==> src/rtl/rv32i_fetch_queue.sv <==
// rv32i_fetch_queue: instruction fetch front end for an RV32I core.
// Issues word-aligned fetch requests with credit-based flow control.
// Tags each request with its PC and buffers responses in a small queue
// that feeds decode. On a redirect it flushes the queue and drains the
// stale in-flight responses before it resumes fetching at the new target.
module rv32i_fetch_queue #(
  parameter logic [31:0] PC_RESET        = 32'h0000_0000,
  parameter int          FIFO_DEPTH      = 4,
  parameter int          MAX_OUTSTANDING = 2
) (
  input  logic        clk,
  input  logic        reset,
  output logic        imem_req_valid,
  input  logic        imem_req_ready,
  output logic [31:0] imem_req_addr,
  input  logic        imem_rsp_valid,
  input  logic [31:0] imem_rsp_data,
  input  logic        redirect_valid,
  input  logic [31:0] redirect_pc,
  output logic        if_valid,
  input  logic        if_ready,
  output logic [31:0] if_instr,
  output logic [31:0] if_pc
);

  localparam int PW = $clog2(FIFO_DEPTH);
  localparam int CW = PW + 1;

  typedef enum logic {
    FETCH = 1'b0,
    DRAIN = 1'b1
  } state_e;

  state_e      state_q, state_d;
  logic [31:0] pc_q, pc_d;
  logic [4:0]  outstanding_q, outstanding_d;
  logic [4:0]  drop_cnt_q, drop_cnt_d;

  // Instruction queue: instruction word plus the PC it was fetched from.
  logic [31:0]   iq_instr_mem [FIFO_DEPTH];
  logic [31:0]   iq_pc_mem    [FIFO_DEPTH];
  logic [PW-1:0] iq_wr_ptr_q, iq_wr_ptr_d;
  logic [PW-1:0] iq_rd_ptr_q, iq_rd_ptr_d;
  logic [CW-1:0] iq_count_q, iq_count_d;

  // In-flight tag queue. Memory answers in order, so the oldest tag
  // always belongs to the next response, stale or not. Depth covers
  // MAX_OUTSTANDING because that never exceeds FIFO_DEPTH.
  logic [31:0]   tag_mem [FIFO_DEPTH];
  logic [PW-1:0] tag_wr_ptr_q;
  logic [PW-1:0] tag_rd_ptr_q;

  logic       req_fire;
  logic       iq_push;
  logic       head_pop;
  logic [5:0] credit_used;

  // Queue slots already promised: buffered entries plus requests in flight.
  assign credit_used   = 6'(outstanding_q) + 6'(iq_count_q);
  assign imem_req_addr = pc_q;

  // Head outputs read straight from the queue; forced to zero when empty.
  assign if_valid = (iq_count_q != '0);
  assign if_instr = if_valid ? iq_instr_mem[iq_rd_ptr_q] : 32'd0;
  assign if_pc    = if_valid ? iq_pc_mem[iq_rd_ptr_q]    : 32'd0;

  // Fetch FSM next state: request gating, PC, outstanding and drop counts.
  always_comb begin
    state_d        = state_q;
    pc_d           = pc_q;
    outstanding_d  = outstanding_q;
    drop_cnt_d     = drop_cnt_q;
    imem_req_valid = 1'b0;
    req_fire       = 1'b0;
    iq_push        = 1'b0;
    head_pop       = 1'b0;

    // Every request must have a guaranteed queue slot for its response.
    if (!reset && (state_q == FETCH) && !redirect_valid &&
        (outstanding_q < 5'(MAX_OUTSTANDING)) &&
        (credit_used < 6'(FIFO_DEPTH))) begin
      imem_req_valid = 1'b1;
    end
    req_fire = imem_req_valid && imem_req_ready;

    if (req_fire) begin
      pc_d = pc_q + 32'd4;
    end

    case ({req_fire, imem_rsp_valid})
      2'b10:   outstanding_d = outstanding_q + 5'd1;
      2'b01:   outstanding_d = outstanding_q - 5'd1;
      default: outstanding_d = outstanding_q;
    endcase

    // A redirect discards the head, so decode cannot consume it.
    head_pop = if_valid && if_ready && !redirect_valid;

    case (state_q)
      FETCH: begin
        if (redirect_valid) begin
          // Anything still in flight after this cycle is now stale.
          pc_d       = redirect_pc & 32'hFFFF_FFFC;
          drop_cnt_d = outstanding_d;
          if (outstanding_d != 5'd0) begin
            state_d = DRAIN;
          end
        end else begin
          iq_push = imem_rsp_valid;
        end
      end
      DRAIN: begin
        // Later redirects only retarget; the stale count does not change.
        if (redirect_valid) begin
          pc_d = redirect_pc & 32'hFFFF_FFFC;
        end
        if (imem_rsp_valid) begin
          drop_cnt_d = drop_cnt_q - 5'd1;
          if (drop_cnt_q == 5'd1) begin
            state_d = FETCH;
          end
        end
      end
      default: state_d = FETCH;
    endcase
  end

  // Instruction queue pointer and count next state, with flush on redirect.
  always_comb begin
    iq_wr_ptr_d = iq_wr_ptr_q;
    iq_rd_ptr_d = iq_rd_ptr_q;
    iq_count_d  = iq_count_q;
    if (redirect_valid) begin
      iq_wr_ptr_d = '0;
      iq_rd_ptr_d = '0;
      iq_count_d  = '0;
    end else begin
      if (iq_push) begin
        iq_wr_ptr_d = iq_wr_ptr_q + PW'(1);
      end
      if (head_pop) begin
        iq_rd_ptr_d = iq_rd_ptr_q + PW'(1);
      end
      case ({iq_push, head_pop})
        2'b10:   iq_count_d = iq_count_q + CW'(1);
        2'b01:   iq_count_d = iq_count_q - CW'(1);
        default: iq_count_d = iq_count_q;
      endcase
    end
  end

  // Control state registers with asynchronous reset.
  always_ff @(posedge clk or posedge reset) begin
    if (reset) begin
      state_q       <= FETCH;
      pc_q          <= PC_RESET;
      outstanding_q <= 5'd0;
      drop_cnt_q    <= 5'd0;
      iq_wr_ptr_q   <= '0;
      iq_rd_ptr_q   <= '0;
      iq_count_q    <= '0;
      tag_wr_ptr_q  <= '0;
      tag_rd_ptr_q  <= '0;
    end else begin
      state_q       <= state_d;
      pc_q          <= pc_d;
      outstanding_q <= outstanding_d;
      drop_cnt_q    <= drop_cnt_d;
      iq_wr_ptr_q   <= iq_wr_ptr_d;
      iq_rd_ptr_q   <= iq_rd_ptr_d;
      iq_count_q    <= iq_count_d;
      if (req_fire) begin
        tag_wr_ptr_q <= tag_wr_ptr_q + PW'(1);
      end
      if (imem_rsp_valid) begin
        tag_rd_ptr_q <= tag_rd_ptr_q + PW'(1);
      end
    end
  end

  // Storage arrays need no reset; pointers and count define their contents.
  always_ff @(posedge clk) begin
    if (req_fire) begin
      tag_mem[tag_wr_ptr_q] <= pc_q;
    end
    if (iq_push) begin
      iq_instr_mem[iq_wr_ptr_q] <= imem_rsp_data;
      iq_pc_mem[iq_wr_ptr_q]    <= tag_mem[tag_rd_ptr_q];
    end
  end

endmodule

==> config.mk <==
export PLATFORM = sky130hd
export DESIGN_NAME = rv32i_fetch_queue
export DESIGN_NICKNAME = d
export VERILOG_FILES = /design/src/rtl/rv32i_fetch_queue.sv
export SDC_FILE = /design/constraint.sdc
export NUM_CORES = 1
export LEC_CHECK = 0
export BUFFER_PORTS_ARGS = -buffer_cell sky130_fd_sc_hd__buf_2
export CAP_MARGIN = 20
export CORE_UTILIZATION = 50
export DETAILED_ROUTE_END_ITERATION = 6
export GPL_ROUTABILITY_DRIVEN = 0
export PLACE_DENSITY = 0.77
export REMOVE_ABC_BUFFERS = 1
export SLEW_MARGIN = 20
export SYNTH_ARGS = -nofsm -noshare
export SYNTH_HDL_FRONTEND = slang
export SYNTH_SLANG_ARGS = --single-unit
==> constraint.sdc <==
create_clock -name clk -period 3.9 [get_ports clk]
set_clock_uncertainty 0.05 [all_clocks]
set_input_delay 0.39 -clock clk [delete_from_list [all_inputs] [get_ports clk]]
set_output_delay 0.39 -clock clk [all_outputs]
set_load 0.03 [all_outputs]
======== Word level (Yosys, flattened, before mapping) ========
Memory sizes are Yosys's and may differ from the RTL's.
Index checks and enable logic that the tools add are counted.
operators by class
  $add $sub $neg .......................... 11
  $lt $le $gt $ge ......................... 2
  equal/unequal tests ..................... 7
  multiplexer cells ....................... 26
  bitwise gates (word level) .............. 1
  reductions and logical operators ........ 16
operators by type and width
  cell                                                                   number
  32-bit two-way mux                                                     4
  32-bit by 3-bit adder with 32-bit output, second input constant        1
  5-bit one-hot mux with 2 select lines                                  2
  1-bit two-way mux                                                      11
  5-bit two-way mux                                                      2
  5-bit by 1-bit subtractor with 5-bit output, second input constant     2
  2-bit by 1-bit adder with 2-bit output, second input constant          4
  2-bit two-way mux                                                      4
  1-bit logical AND                                                      7
  5-bit by 3-bit adder with 6-bit output                                 1
  6-bit by 3-bit < comparator with 1-bit output, second input constant   1
  3-bit one-hot mux with 2 select lines                                  1
  2-bit nonzero test                                                     3
  3-bit nonzero test                                                     2
  5-bit by 1-bit adder with 5-bit output, second input constant          1
  5-bit by 1-bit equality test with 1-bit output, second input constant  1
  5-bit by 2-bit < comparator with 1-bit output, second input constant   1
  5-bit nonzero test                                                     1
  2-bit by 1-bit equality test with 1-bit output, second input constant  2
  2-bit equality test, second input constant                             2
  2-bit inequality test, second input constant                           2
  3-bit by 1-bit adder with 3-bit output, second input constant          1
  3-bit two-way mux                                                      1
  3-bit by 1-bit subtractor with 3-bit output, second input constant     1
  4 further kinds                                                        5
storage, ports and cells
  register bits ........................... 54
  bits in writable memories ............... 384
  input port bits ......................... 70
  output and inout port bits .............. 98
  logic and storage cells ................. 75
  memories ................................ 3
memory list
  memory        words  width  read ports  clocked after memory_dff  wr ports  RTL line  source
  iq_instr_mem  4      32     1           0                         1         40        logic [31:0] iq_instr_mem [FIFO_DEPTH];
  iq_pc_mem     4      32     1           0                         1         41        logic [31:0] iq_pc_mem [FIFO_DEPTH];
  tag_mem       4      32     1           0                         1         49        logic [31:0] tag_mem [FIFO_DEPTH];

======== Logic depth before layout (Yosys ltp) ========
Gate-level depths: netlist of run 1.
  depth in word-level cells ............... 13
  gate-level depth with buffers ........... 13

======== Worst setup path before layout of run 1 ========
Ideal clock, no wire load.
  kind .................................... register to register
  start point ............................. register outstanding_q[2]
  end point ............................... register state_q
  data arrival time ....................... 3.038 ns
  data required time ...................... 3.726 ns
  path slack .............................. 0.688 ns
  stages on the path, launching flop included .. 14
  clock period less this slack ............ 3.212 ns
  cells stage by stage .................... dfrtp_1 ha_1 nor4_4 and4_1 buf_6 inv_4 buf_6 ha_1 fa_1 xor2_1 nor3_1 a21oi_1 or2_2 o31a_1
on the way
  longest elaborated chain between the ends .. 11
  elaborated cells between the ends (all ways) .. 16
  those cells by class .................... add/sub: 3; order compare: 2; eq/ne: 2; mux: 5; reduce/logical: 4
ends and longest elaborated chain
  what                                                                                                            RTL line  source
  from (decl)                                                                                                     36        logic [4:0] outstanding_q, outstanding_d;
  from (signal assigned)                                                                                          167       outstanding_q <= outstanding_d;
  5-bit by 3-bit adder with 6-bit output / 5-bit by 2-bit < comparator with 1-bit output (equally long branches)  59, 80
  6-bit by 3-bit < comparator with 1-bit output / 1-bit logical AND (equally long branches)                       81, 79
  1-bit logical AND                                                                                               80        (outstanding_q < 5'(MAX_OUTSTANDING)) &&
  1-bit two-way mux                                                                                               79        if (!reset && (state_q == FETCH) && !redirect_valid &&
  1-bit logical AND                                                                                               84        req_fire = imem_req_valid && imem_req_ready;
  2-bit by 1-bit equality test with 1-bit output / 2-bit equality test (equally long branches)                    90        case ({req_fire, imem_rsp_valid})
  5-bit one-hot mux with 2 select lines *                                                                         90
  5-bit nonzero test *                                                                                            105       if (outstanding_d != 5'd0) begin
  1-bit two-way mux *                                                                                             105
  1-bit two-way mux *                                                                                             101       if (redirect_valid) begin
  1-bit one-hot mux with 2 select lines *                                                                         99        case (state_q)
  via state_d                                                                                                     34        state_e state_q, state_d;
  to (signal assigned)                                                                                            165       state_q <= state_d;
  to (decl)                                                                                                       34
Mark *: on every way through the listed nets, which the timed path passes. The rest lies on a longest branch.
A chain may end at the register's enable or synchronous reset.

======== Final worst setup path of run 1 ========
Ends and elaborated chain as after synthesis.

==> results of run 1 <==
## critical path: stages (launching register included)
cell	delay, ps
dfrtp_1	450
ha_1	350
nor4_4	300
and4_1	290
inv_4	100
ha_1	290
fa_1	440
xor2_1	190
nor3_1	150
a21oi_1	90
or2_2	280
o31a_1	250
## metal layers
metal	share of wire (%)	GRT usage (%)	up-vias
met3	6.5	3.67	60
met5	0	0	-
met1	41	26.4	4529
li1	-	-	4018
met2	49	33.6	358
met4	2.6	7.12	0
## power by group through the flow
stage               clock network [uW]  logic (uW)  registers [uW]
CTS                               4040        2680            5660
global placement                     0        2630            5740
finish                            3970        2630            5650
global route                      4210        2850            5690
floorplan                            0        1810            5750
detailed placement                   0        2670            5750
## layout make-up
type                       count  area, um^2  area share [%]
inverter                      12        47.5           0.240
tap                          448         561            2.83
clock buffer                  59        1190            6.01
antenna                        1        2.50          0.0127
clock inverter                18         181           0.918
sequential                   420       12400            62.5
timing repair buffer         181        1040            5.28
multi-input combinational    439        4390            22.2
## sequential cells by signal (all words and copies together), names as in the netlist
signal / cells
iq_pc_mem: 120
drop_cnt_q: 5
tag_wr_ptr_q: 2
iq_wr_ptr_q: 2
iq_count_q: 3
tag_rd_ptr_q: 2
state_q: 1
imem_req_addr: 30
outstanding_q: 5
iq_rd_ptr_q: 2
tag_mem: 120
iq_instr_mem: 128
## kinds of logic (layout without fill, tap and decap cells)
kind of cell / Yosys count / in the layout / synth area share (%)
buf+inv: 65 / 270 / 1.79
compound gates: 74 / 74 / 2.78
flops: 420 / 420 / 72.6
other cells: 1 / 5 / 0.0220
mux: 101 / 101 / 12.7
xor+xnor: 19 / 19 / 0.978
fa+ha+maj: 19 / 19 / 1.49
simple gates: 222 / 222 / 7.63
## synthesized netlist by cell type, drive strengths merged (3+ instances only)
master	count
nor3b	4
and2	69
ha	17
mux2	3
a21boi	3
nor3	11
nor4	8
or3	5
xnor2	8
a21o	4
dfrtp	52
buf	23
o211ai	6
nand3	21
nor4b	3
mux2i	6
nor2b	3
a31oi	3
nand2	42
or4	4
nand4	10
o311ai	5
and4	11
xor2	11
edfxtp	368
clkbuf	30
inv	12
and3	7
a21oi	12
o21ai	27
nor2	19
mux4	92
## metrics by stage
step                instance area (um^2)  std cells  setup WS (ps)
CTS                                19800       1577            574
floorplan                          16800        871           25.2
global placement                   18400       1500            653
detailed placement                 18400       1500            599
finish                             19800       1578            541
global route                       19800       1577            367
## worst max-delay path by stage
stage                               start  depth (start not counted)                end  slack, ps
2_1_floorplan  iq_rd_ptr_q[0]$_DFFE_PP0P_                          2        if_instr[0]         30
3_3_place_gp   outstanding_q[2]$_DFF_PP0_                         11  state_q$_DFF_PP0_        650
3_5_place_dp   outstanding_q[2]$_DFF_PP0_                         11  state_q$_DFF_PP0_        600
4_1_cts        outstanding_q[2]$_DFF_PP0_                         11  state_q$_DFF_PP0_        570
5_1_grt        outstanding_q[2]$_DFF_PP0_                         11  state_q$_DFF_PP0_        370
6_report       outstanding_q[2]$_DFF_PP0_                         11  state_q$_DFF_PP0_        540
==> flow_summary.json, run 1 <==
{
  "path_clk_slew_ps": 60,
  "start_util_pct": 50.7,
  "maxSlewViolCount": 0,
  "worstSetupEndpointType": "flip-flop",
  "rr_worst_depth": 11,
  "async_flop_share_pct": 12.4,
  "netlist_instances": 921,
  "hold_slack_ps": 25.3,
  "hold-path-cell-count": 1,
  "r2r_start": "outstanding_q[2]$_DFF_PP0_",
  "startpoint_type": "flip-flop",
  "post_cts_resized": 0,
  "min_period_ps": 3360,
  "switching_share_pct": 28.6,
  "io_buffers": 161,
  "avgSynthCellArea_um2": 18.5,
  "crit_required_ps": 4270,
  "layout_common_cells": "edfxtp_1 (368), buf_2 (161), mux4_2 (92)",
  "yosys_most_used_dff": "edfxtp_1",
  "final_common_cell": "edfxtp_1",
  "finalSetupViolCount": 0,
  "clkPwrFrac_pct": 32.4,
  "ys_warn_count": 0,
  "first_iter_violations": 720,
  "vias": 8965,
  "grt_pass1_vias": 9234,
  "synth_top_cell_area_share_pct": 64.9,
  "synthTopCellsByArea": "edfxtp_1 (65%), mux4_2 (12%), dfrtp_1 (7.6%), and2_1 (2.5%), ha_1 (1.2%)",
  "die_x_um": 186,
  "htreeDepth": 2,
  "drive_gt1_share_pct": 31.3,
  "maxSlewHeadroom_pct": 37.9,
  "yosysUniqueCellTypes": 62,
  "crit_fanout": 12,
  "arrival_ps": 3730,
  "first_pass_iters": 5,
  "wl_per_cell_um": 21.8,
  "route.detailed.vias_per_inst": 5.68,
  "timing.rr.end": "state_q$_DFF_PP0_",
  "synth-seq-cells": 420,
  "synth_edf_count": 368,
  "status": "finished clean",
  "grt_setup_unrepaired": "no",
  "drc": 0,
  "synth_top_cell_by_area": "edfxtp_1",
  "fin_util_pct": 59.0,
  "fillers": 2485,
  "die_h_um": 186,
  "max-clock-path-buffers": 3,
  "nets": 1185,
  "reg2reg_slack_ps": 540,
  "ys_seq_area_share_pct": 72.6,
  "core_area_mm2": 0.0335,
  "clock_latency_ps": 540,
  "min_from": "imem_rsp_data[15]",
  "dieArea_mm2": 0.0348,
  "seqPwrFrac_pct": 46.1,
  "cts_setup_buffers": 0,
  "area.growth.synth_to_final_pct": 16.2,
  "total_power_uw": 12200,
  "crit_type": "flip-flop to flip-flop",
  "synth_area_mm2": 0.0170,
  "power_leakage_uw": 0.00691,
  "grt_start_max_net_pins": 66,
  "num_io_pins": 168,
  "ir_drop_mv": 0.405,
  "cts.sinks": 420,
  "maxCapViolCount": 0,
  "grt.overflow.total": 0,
  "power.density_mw_per_mm2": 619,
  "worst_hold_path_type": "primary input to flip-flop",
  "fmax_mhz": 298,
  "combPwrFrac_pct": 21.5,
  "clockRootBuffer": "clkbuf_16",
  "cts_tree": "built",
  "rows": 67,
  "ant_nets": 0,
  "finalSetupTns_ps": 0,
  "hold_viol": 0,
  "hold_buffers": 0,
  "grt_antenna_before_repair": 1,
  "finalCritPeriodShare_pct": 86.1,
  "track_usage_pct": 20.1,
  "switching_power_uw": 3500,
  "cts_inserted_buffers": 42,
  "dp_hpwl_mm": 21.0,
  "grt_pass1_wl_mm": 53.2,
  "wl_mm": 34.4,
  "worst_pin_slew_ps": 930,
  "internal_power_uw": 8740,
  "hold_end": "iq_instr_mem[0][15]$_DFFE_PP_"
}
Note: power is estimated with default switching activity, not from simulation.
==> run 2: changes to the inputs <==
--- a/config.mk
+++ b/config.mk
@@ -10,4 +10,4 @@
 export CORE_UTILIZATION = 50
+export CTS_CLUSTER_SIZE = 14
 export DETAILED_ROUTE_END_ITERATION = 6
-export GPL_ROUTABILITY_DRIVEN = 0
 export PLACE_DENSITY = 0.77
--- a/constraint.sdc
+++ b/constraint.sdc
@@ -4,2 +4,2 @@
 set_output_delay 0.39 -clock clk [all_outputs]
-set_load 0.03 [all_outputs]
+set_load 0.05 [all_outputs]
==> run 2 against run 1 <==
Net effect:
- non-clock buffer count up 4
- maximum frequency grew 0.35%
- setup slack improved by 12 ps
- via count up 0.51%
- final area fell by 0.30%
- sequential power is 0.7% lower
- combinational power up 18%
- critical path type unchanged
- highest routed layer unchanged
==> flow_summary.json, run 2 (synthesis results as in run 1) <==
{
  "power_leakage_uw": 0.00687,
  "gp_congestion": 0.817,
  "path_clk_slew_ps": 60,
  "grt_antenna_before_repair": 0,
  "final_common_cell": "edfxtp_1",
  "dp_hpwl_mm": 21.0,
  "top_regs": "iq_instr_mem (128), iq_pc_mem (120), tag_mem (120)",
  "grt.overflow.total": 0,
  "core_area_mm2": 0.0335,
  "worst_hold_path_type": "primary input to flip-flop",
  "largest_reg_flops": 128,
  "ant_nets": 0,
  "route.detailed.vias_per_inst": 5.71,
  "cts_tree": "built",
  "maxSlewHeadroom_pct": 45.3,
  "grt_pass1_vias": 9143,
  "num_io_pins": 168,
  "max-clock-path-buffers": 3,
  "status": "finished clean",
  "hold_viol": 0,
  "drive_gt1_share_pct": 31.0,
  "clock_latency_ps": 530,
  "cts.sinks": 420,
  "crit_type": "flip-flop to flip-flop",
  "arrival_ps": 3710,
  "fin_util_pct": 58.8,
  "grt_start_max_net_pins": 66,
  "ir_drop_mv": 0.397,
  "maxCapViolCount": 0,
  "cts_inserted_buffers": 42,
  "worst_pin_slew_ps": 818,
  "wl_mm": 33.9,
  "hold_buffers": 3,
  "crit_required_ps": 4260,
  "top_register": "iq_instr_mem",
  "die_h_um": 186,
  "design_area_mm2": 0.0197,
  "post_cts_resized": 0,
  "finalSetupViolCount": 0,
  "finalCritPeriodShare_pct": 85.8,
  "vias": 9011,
  "track_usage_pct": 19.8,
  "grt_pass1_wl_mm": 52.8,
  "first_iter_violations": 830,
  "total_power_uw": 12400,
  "io_buffers": 161,
  "first_pass_iters": 6,
  "wl_per_cell_um": 21.5,
  "cts_setup_buffers": 0,
  "layout_common_cells": "edfxtp_1 (368), buf_2 (161), mux4_2 (92)",
  "nets": 1189,
  "worstSetupEndpointType": "flip-flop",
  "rows": 67,
  "start_util_pct": 50.7,
  "clockRootBuffer": "clkbuf_16",
  "dieArea_mm2": 0.0348,
  "drc": 0,
  "dpl_cell_area_mm2": 0.0184,
  "startpoint_type": "flip-flop",
  "fmax_mhz": 299,
  "die_x_um": 186,
  "grt_setup_unrepaired": "no",
  "htreeDepth": 2,
  "maxSlewViolCount": 0,
  "crit_fanout": 12,
  "min_period_ps": 3350,
  "power.density_mw_per_mm2": 629,
  "area.growth.synth_to_final_pct": 15.8
}
run 2: path summary, 6_finish.rpt:
| path | end | start | cells past startpoint | slack [ps] |
|---|---|---|---|---|
| max | state_q$_DFF_PP0_ | outstanding_q[2]$_DFF_PP0_ | 11 | 550 |
| min | imem_req_addr[6]$_DFFE_PP0N_ | redirect_pc[6] | 3 | 20 |
| max reg2reg | state_q$_DFF_PP0_ | outstanding_q[2]$_DFF_PP0_ | 11 | 550 |
| min reg2reg | iq_count_q[2]$_DFFE_PP0P_ | iq_count_q[2]$_DFFE_PP0P_ | 1 | 470 |
| max in group asynchronous | iq_rd_ptr_q[0]$_DFFE_PP0P_ | reset | 4 | 2470 |
| min in group asynchronous | imem_req_addr[6]$_DFFE_PP0N_ | reset | 3 | 490 |
run 2: layout make-up:
type | count | area, um^2
Fill cell | 2526 | 13800
Sequential cell | 420 | 12400
Multi-Input combinational cell | 439 | 4390
Clock buffer | 55 | 1130
Timing Repair Buffer | 185 | 1110
Tap cell | 448 | 561
Clock inverter | 18 | 118
Inverter | 12 | 47.5
Antenna cell | 1 | 2.50
run 2: report_power, final:
| group | total, uW | switching, uW | internal [uW] |
|---|---|---|---|
| clock | 3680 | 1570 | 2100 |
| combinational | 3110 | 1990 | 1120 |
| sequential | 5610 | 369 | 5240 |
run 2: worst max-delay path, stage by stage, from the launching register on:
cell     delay [ps]
dfrtp_1         460
ha_1            360
nor4_4          310
and4_1          290
inv_4           100
ha_1            280
fa_1            430
xor2_1          190
nor3_1          160
a21oi_1          90
or2_2           280
o31a_1          230
run 2: through the flow:
stage                     setup TNS, ps  hold WS [ps]  setup WS [ps]  std cells
after floorplan                   -2620           406          -42.3        871
after global placement                0           459            643       1501
after detailed placement              0           462            601       1501
after CTS                             0         0.436            586       1577
after global routing                  0          14.8            380       1577
final                                 0          22.2            553       1578
run 2: routing by layer:
| metal | wire, um | GRT usage, % | vias to the layer above |
|---|---|---|---|
| li1 | - | - | 4020 |
| met1 | 14100 | 27.2 | 4592 |
| met2 | 16900 | 33.0 | 337 |
| met3 | 2150 | 3.07 | 62 |
| met4 | 801 | 6.31 | 0 |
| met5 | 0 | 0 | - |
